**src/rtl/ir_decode_sequencer.sv**
```systemverilog
// Instruction fetch/decode sequencer: one-hot timing generator, IR load and field decode.
// Optional macro IR_RRIO_DECODE_EN adds registered rr_exec/io_exec qualifiers.
module ir_decode_sequencer #(
    parameter  int WORD_W = 16,
    parameter  int OP_W   = 3,
    parameter  int SC_W   = 4,
    localparam int ADDR_W = WORD_W - 1 - OP_W,
    localparam int NT     = 2 ** SC_W,
    localparam int ND     = 2 ** OP_W
) (
    input  logic              clk,
    input  logic              rst_n,
    input  logic [WORD_W-1:0] mem_data,
    input  logic              mem_valid,
    input  logic              sc_clr,
    input  logic              halt,
    output logic              mem_req,
    output logic [NT-1:0]     t,
    output logic [WORD_W-1:0] ir,
    output logic [ADDR_W-1:0] ar,
    output logic              i_bit,
    output logic [ND-1:0]     d,
`ifdef IR_RRIO_DECODE_EN
    output logic              rr_exec,
    output logic              io_exec,
`endif
    output logic              decode_valid,
    output logic              sc_err
);

    localparam logic [SC_W-1:0] SC_T0  = SC_W'(0);
    localparam logic [SC_W-1:0] SC_T1  = SC_W'(1);
    localparam logic [SC_W-1:0] SC_T2  = SC_W'(2);
    localparam logic [SC_W-1:0] SC_T3  = SC_W'(3);
    localparam logic [SC_W-1:0] SC_MAX = SC_W'(NT - 1);

    logic [SC_W-1:0]   sc_q,  sc_d;
    logic [WORD_W-1:0] ir_q,  ir_d;
    logic [ADDR_W-1:0] ar_q,  ar_d;
    logic              i_q,   i_d;
    logic [ND-1:0]     d_q,   d_d;
    logic              dv_q,  dv_d;
    logic              err_q, err_d;
`ifdef IR_RRIO_DECODE_EN
    logic              rr_q,  rr_d;
    logic              io_q,  io_d;
`endif

    logic [OP_W-1:0] opcode;
    assign opcode = ir_q[WORD_W-2 -: OP_W];

    always_comb begin
        // NOTE: every variable gets its hold value first so no path can infer a latch.
        sc_d  = sc_q;
        ir_d  = ir_q;
        ar_d  = ar_q;
        i_d   = i_q;
        d_d   = d_q;
        dv_d  = dv_q;
        err_d = err_q;
`ifdef IR_RRIO_DECODE_EN
        rr_d  = rr_q;
        io_d  = io_q;
`endif
        if (sc_q == SC_T0) begin
            if (!halt) sc_d = SC_T1;
        end else if (sc_q == SC_T1) begin
            if (mem_valid && !halt) begin
                ir_d = mem_data;
                sc_d = SC_T2;
            end
        end else if (sc_q == SC_T2) begin
            // Decode straight from the freshly loaded IR so fields never lag the opcode.
            if (!halt) begin
                ar_d = ir_q[ADDR_W-1:0];
                i_d  = ir_q[WORD_W-1];
                d_d  = {{(ND-1){1'b0}}, 1'b1} << opcode;
                dv_d = 1'b1;
                sc_d = SC_T3;
`ifdef IR_RRIO_DECODE_EN
                rr_d = d_d[ND-1] & ~i_d;
                io_d = d_d[ND-1] &  i_d;
`endif
            end
        end else if (sc_clr) begin
            // sc_clr outranks halt; decoded fields stay for inspection.
            sc_d = SC_T0;
            dv_d = 1'b0;
`ifdef IR_RRIO_DECODE_EN
            rr_d = 1'b0;
            io_d = 1'b0;
`endif
        end else if (sc_q == SC_MAX) begin
            err_d = 1'b1;
        end else if (!halt) begin
            sc_d = sc_q + SC_W'(1);
        end
    end

    always_ff @(posedge clk) begin
        // NOTE: state registers use non-blocking assignments so all updates see pre-edge values.
        if (!rst_n) begin
            sc_q  <= SC_T0;
            ir_q  <= '0;
            ar_q  <= '0;
            i_q   <= 1'b0;
            d_q   <= '0;
            dv_q  <= 1'b0;
            err_q <= 1'b0;
`ifdef IR_RRIO_DECODE_EN
            rr_q  <= 1'b0;
            io_q  <= 1'b0;
`endif
        end else begin
            sc_q  <= sc_d;
            ir_q  <= ir_d;
            ar_q  <= ar_d;
            i_q   <= i_d;
            d_q   <= d_d;
            dv_q  <= dv_d;
            err_q <= err_d;
`ifdef IR_RRIO_DECODE_EN
            rr_q  <= rr_d;
            io_q  <= io_d;
`endif
        end
    end

    assign mem_req      = (sc_q == SC_T1);
    assign t            = {{(NT-1){1'b0}}, 1'b1} << sc_q;
    assign ir           = ir_q;
    assign ar           = ar_q;
    assign i_bit        = i_q;
    assign d            = d_q;
    assign decode_valid = dv_q;
    assign sc_err       = err_q;
`ifdef IR_RRIO_DECODE_EN
    assign rr_exec      = rr_q;
    assign io_exec      = io_q;
`endif

endmodule

```
**config.mk**
```make
export PLATFORM = sky130hd
export DESIGN_NAME = ir_decode_sequencer
export DESIGN_NICKNAME = d
export VERILOG_FILES = /design/src/rtl/ir_decode_sequencer.sv
export SDC_FILE = /design/constraint.sdc
export NUM_CORES = 1
export LEC_CHECK = 0
export CAP_MARGIN = 20
export CORE_ASPECT_RATIO = 0.8
export CORE_UTILIZATION = 40
export DETAILED_ROUTE_END_ITERATION = 10
export PLACE_DENSITY_LB_ADDON = 0.05
export SETUP_SLACK_MARGIN = 0.15
export SLEW_MARGIN = 20
export SYNTH_ARGS = -nofsm -noshare
export SYNTH_HDL_FRONTEND = slang
export SYNTH_SLANG_ARGS = --single-unit
```
**constraint.sdc**
```tcl
create_clock -name clk -period 2.2 [get_ports clk]
set_clock_uncertainty 0.15 [all_clocks]
set_input_delay 0.33 -clock clk [delete_from_list [all_inputs] [get_ports clk]]
set_output_delay 0.33 -clock clk [all_outputs]
set_load 0.03 [all_outputs]
```
==> metrics, run 1 <==
Final Worst Setup Slack=209.2 ps; critical path arrival=1510 ps; fin nets=325; Buffers on Ports=76; Synth Cell Area=1886 µm²; compound-gate portion of the synthesized area=8.825%; drt first pass iters=4; Core Util, Final=66.24%; most common cell after layout, fill and taps aside=clkdlybuf4s50_1; critical path class=reg -> out; Initial Util=43.23%; GR Util All Layers=18.61%; dominant synthesized flop cell=dfxtp_1; non-filler instance count after layout=356; worst hold path type=reg -> reg; crit path max fanout=8; Post-CTS Hold Fix Bufs=0; total grt overflow=0; post-DR vias/cell=4.885; Max Root-Sink Buffers=2; Layout area overhead=53.22%; Post-Synth Adder-Cell Area=3.981%; Final Max Tran Viols=0; PostCTS Resize Cnt=44; via count=1739; first-pass GRT wire length=7.334 mm; Yosys warnings=0; worst slew pin tran=338.9 ps; total number of H-tree levels=2; initial antenna violation count=0; Yosys top cell area share=45.65%; Mean Syn Cell Area=8.729 µm²; Placer Congestion=0.8429; post-route setup TNS=0 ps; min cycle time layout=1991 ps; Power Dens Cells=641.2 nW/µm²; top post-synthesis cells by area=dfxtp_1, mux2i_1, nand2_1; VDD IR-drop max=467.0 µV; CORE AREA=4362 µm²; die height=63.41 µm; Max-cap violations=0; dpl cells=348; most frequent cells in the layout=clkdlybuf4s50_1, dfxtp_1, nand2_1, nor2_1, a21oi_1; post-DP HPWL=3.214 mm; Synth Area in Simple Gates=27.21%; # clock sinks=43; Routed WL=4.603 mm; Mapped Cells=216; post-synthesis cell type count=36; Clock Latency Late Sink=290 ps; Fin. Hold Viols=0; layout cell share with drive strength beyond 1=14.72%; endpoint class of the critical path=output pin; WL per Instance=12.93 µm; Clock Pin Slew Worst Setup and Hold Paths=80 ps; Initial DRC Count=45; Post-synth EDFFs=0; final setup violation count=0; placement-stage worst setup slack=92.63 ps; Diodes inserted=0; fill count=393; post-synthesis mux area share=10.09%; Antenna Violating Nets Remaining=0; I/O pin count=77; startpoint class of the critical path=register; Post-CTS Setup Inserts=0; Inserted Clock Buffers=5; num rows=21; status=complete, no violations; largest family of logic cells by synthesized area=simple AND/OR/NAND/NOR gates; Seq/Total Area, Yosys=45.65%; Worst Hold Margin=301.8 ps; async set or reset register ratio after synthesis=0%; largest area contributor in the netlist=dfxtp_1; Die Footprint=4994 µm²; Post-route DRC=0; largest net degree at the start of global routing=21; register bit total from synthesis=43; Synth Net Count=243; CTS tree=built; worst relative slew slack=76.82%; CP required=1720 ps; RSZ-0062 raised after global routing=yes; final worst path period share=90.49%; Clk Tree Root Cell=clkbuf_8; LEAKAGE=1.188 nW; vias in the first global route=1573; Post-Synth XOR/XNOR Area=0%; width of the die=78.76 µm; fmax=502.3 MHz
## final timing paths
check	startpoint	depth (start not counted)	slack, ps	to
worst max-delay path	sc_q[0]	4	210	t[12]
worst min-delay path	d[5]	2	300	d[5]
worst max register to register	sc_q[0]	6	240	d[4]
worst min register to register	d[5]	2	300	d[5]
## worst max-delay path, cell delays in order, from the launching register on
cell and delay [ps]:
dfxtp_2 350, inv_1 110, ha_2 300, and3_1 180, clkdlybuf4s15_2 290
## cells by family after synthesis
logic type | count (synthesis)
AO/OA/AOI/OAI | 30
multiplexers | 19
flip-flops | 43
AND/OR/NAND/NOR | 101
adder cells (fa/ha/maj) | 6
buffers and inverters | 17
## Yosys cell counts (3+ instances only)
master	number
a21oi_1	22
and2_1	12
and3_1	4
clkbuf_1	7
dfxtp_1	43
ha_1	6
inv_1	4
mux2i_1	19
nand2_1	37
nand3b_1	3
nand4b_1	3
nor2_1	25
nor2b_1	4
## registers in the layout, summed over array words and instances (netlist names)
signal / cells
ar: 12
d: 8
decode_valid: 1
i_bit: 1
ir: 16
sc_err: 1
sc_q: 4
## metrics by stage
step	total power [W]	area (µm²)
3_3_place_gp	0.001144	2751
2_1_floorplan	0.001015	1886
6_report	0.001852	2889
3_5_place_dp	0.001145	2751
4_1_cts	0.001858	2905
5_1_grt	0.001929	2889
## per-layer routing
| metal | wire, µm | vias up | track usage (%) |
|---|---|---|---|
| met4 | 16 | 0 | 4.861 |
| met3 | 273 | 2 | 4.928 |
| met1 | 2222 | 801 | 25.69 |
| met5 | 0 | - | 0 |
| met2 | 2091 | 52 | 28.48 |
| li1 | - | 884 | - |
## area by class of cell
cell class	instances	area, µm²	area share, %
Multi-Input combinational cell	156	963.4	33.35
Sequential cell	43	864.6	29.93
Timing Repair Buffer	87	838.3	29.02
Clock buffer	6	72.57	2.512
Tap cell	57	71.32	2.469
Clock inverter	2	60.06	2.079
Inverter	5	18.77	0.6496
## where the power goes
part | internal (W) | leakage, nW | switching, W
registers | 0.000794 | 0.348 | 0.0000177
logic | 0.000145 | 0.775 | 0.000182
clock network | 0.000454 | 0.0654 | 0.000260
No activity file was read; power rests on OpenSTA's default activity.
==> run 2: changes to the inputs <==
--- a/config.mk
+++ b/config.mk
@@ -7,7 +7,8 @@
 export LEC_CHECK = 0
 export CAP_MARGIN = 20
 export CORE_ASPECT_RATIO = 0.8
-export CORE_UTILIZATION = 40
+export CORE_UTILIZATION = 43
+export CTS_CLUSTER_SIZE = 16
 export DETAILED_ROUTE_END_ITERATION = 10
 export PLACE_DENSITY_LB_ADDON = 0.05
 export SETUP_SLACK_MARGIN = 0.15
==> metrics, run 2 (synthesis gave the netlist of run 1 again) <==
status=complete, no violations (unchanged); Clock Pin Slew Worst Setup and Hold Paths=80 ps (about the same); Inserted Clock Buffers=5 (unchanged); Final Power=0.001620 W (was 0.001852 W); fin nets=326 (was 325); crit path max-delay cell type=dfxtp_2 (unchanged); crit-path max cell delay=380 ps (was 350 ps); Final Worst Setup Slack=180.6 ps (was 209.2 ps); fill count=377 (was 393); CP delay by family, top=adder cells (was buffers and inverters); Post-CTS Hold Fix Bufs=0 (unchanged); WL per Instance=13.07 µm (was 12.93 µm); Post-route DRC=0 (unchanged); final setup violation count=0 (unchanged); min cycle time layout=2019 ps (was 1991 ps); startpoint class of the critical path=register (unchanged); drt first pass iters=4 (unchanged); Final Instance Area=2848 µm² (was 2889 µm²); RSZ-0062 raised after global routing=yes (unchanged); Routed WL=4.667 mm (was 4.603 mm); Max-cap violations=0 (unchanged); CORE AREA=4204 µm² (was 4362 µm²); Max Root-Sink Buffers=2 (unchanged); width of the die=76.04 µm (was 78.76 µm); CP required=1720 ps (about the same); largest net degree at the start of global routing=25 (was 21); VDD IR-drop max=409.6 µV (was 467.0 µV); Initial Util=44.85% (was 43.23%); Fin. Hold Viols=0 (unchanged); die height=61.23 µm (was 63.41 µm); critical path class=reg -> out (unchanged); Diodes inserted=0 (unchanged); Die Footprint=4656 µm² (was 4994 µm²); most frequent cells in the layout=clkdlybuf4s50_1, dfxtp_1, nand2_1, nor2_1, a21oi_1 (unchanged); Buffers on Ports=76 (unchanged); first-pass GRT wire length=7.107 mm (was 7.334 mm); post-DP HPWL=3.286 mm (was 3.214 mm); Placer Congestion=0.8993 (was 0.8429); Largest register FFs=16 (unchanged); worst hold path type=reg -> reg (unchanged); crit path max fanout=5 (was 8); Antenna Violating Nets Remaining=0 (unchanged); # clock sinks=43 (unchanged); Power Dens Cells=568.7 nW/µm² (was 641.2 nW/µm²); Layout area overhead=51.03% (was 53.22%); crit-path cells=ha_2 -> ha_1 -> and2_1 -> clkdlybuf4s15_2 (was inv_1 -> ha_2 -> and3_1 -> clkdlybuf4s15_2); critical path arrival=1540 ps (was 1510 ps); fmax=495.2 MHz (was 502.3 MHz); Clock Latency Late Sink=290 ps (about the same); Final Max Tran Viols=0 (unchanged); total number of H-tree levels=2 (unchanged); dpl cell area=2751 µm² (unchanged); vias in the first global route=1474 (was 1573); final worst path period share=91.79% (was 90.49%); num rows=21 (unchanged); worst relative slew slack=70.65% (was 76.82%); worst slew pin tran=436.9 ps (was 338.9 ps); I/O pin count=77 (unchanged); LEAKAGE=1.190 nW (was 1.188 nW); CTS tree=built (unchanged); Initial DRC Count=45 (unchanged); Crit path buffers/inverters=1 (was 2); post-route setup TNS=0 ps (unchanged); via count=1751 (was 1739); initial antenna violation count=0 (unchanged); most common cell after layout, fill and taps aside=clkdlybuf4s50_1 (unchanged); post-DR vias/cell=4.905 (was 4.885); placement-stage worst setup slack=78.81 ps (was 92.63 ps); GR Util All Layers=19.59% (was 18.61%); Clk Tree Root Cell=clkbuf_8 (unchanged); layout cell share with drive strength beyond 1=15.67% (was 14.72%); endpoint class of the critical path=output pin (unchanged); total grt overflow=0 (unchanged)
run 2: changes by cell type in the layout (fill, tap and decap cells not counted), sizes merged:
| cell | before | now |
|---|---|---|
| clkbuf | 11 | 14 |
| clkdlybuf4s50 | 59 | 58 |
| bufinv | 2 | 0 |
| clkinv | 0 | 1 |
| clkdlybuf4s15 | 11 | 10 |
| dlymetal6s2s | 0 | 1 |
run 2: where the power goes:
group | internal, W | total [W] | switching [W]
clock network | 0.000223 | 0.000476 | 0.000253
registers | 0.000794 | 0.000812 | 0.0000181
logic | 0.000150 | 0.000332 | 0.000182
run 2: area by class of cell:
class	count	area [µm²]	area share, %
Clock buffer	7	76.32	2.680
Clock inverter	1	5.005	0.1757
Multi-Input combinational cell	156	968.4	34.01
Timing Repair Buffer	88	843.3	29.61
Sequential cell	43	864.6	30.36
Inverter	5	18.77	0.6591
Tap cell	57	71.32	2.504
run 2: metrics by stage:
| step | hold WS [ps] | instances | utilization (%) |
|---|---|---|---|
| 2_1_floorplan | 263.1 | 216 | - |
| 5_1_grt | 321.5 | 357 | 67.74 |
| 4_1_cts | 306.3 | 356 | 67.62 |
| 6_report | 303.8 | 357 | 67.74 |
| 3_5_place_dp | 295.3 | 348 | 65.45 |
| 3_3_place_gp | 290.7 | 348 | 65.45 |
run 2: metal layers:
layer	part of all wire (%)	wire, µm	GRT usage [%]	vias up
met2	45	2094	29.74	45
met5	0	0	0	-
li1	-	-	-	889
met3	5.0	232	5.333	7
met4	1.1	53	7.692	0
met1	49	2287	26.95	810
run 2: path summary, 6_finish.rpt:
| kind | startpoint | end | slack, ps | cells after the start |
|---|---|---|---|---|
| worst max-delay path | sc_q[0] | t[11] | 180 | 4 |
| worst min-delay path | d[7] | d[7] | 300 | 2 |
| worst max register to register | sc_q[0] | d[4] | 230 | 6 |
| worst min register to register | d[7] | d[7] | 300 | 2 |
run 2: what timing repair did:
item / 4_1_cts / 5_1_grt
buffers inserted: 0 / 1
gates resized for setup: 39 / 22
endpoints found under the hold margin: 0 / 0
setup endpoints to repair: 24 / 42
pin swaps: 0 / 1
run 2: worst min-delay path, cell delays in order (launching register included):
cell and delay [ps]:
dfxtp_1 310, nand2_1 50, a21oi_1 50
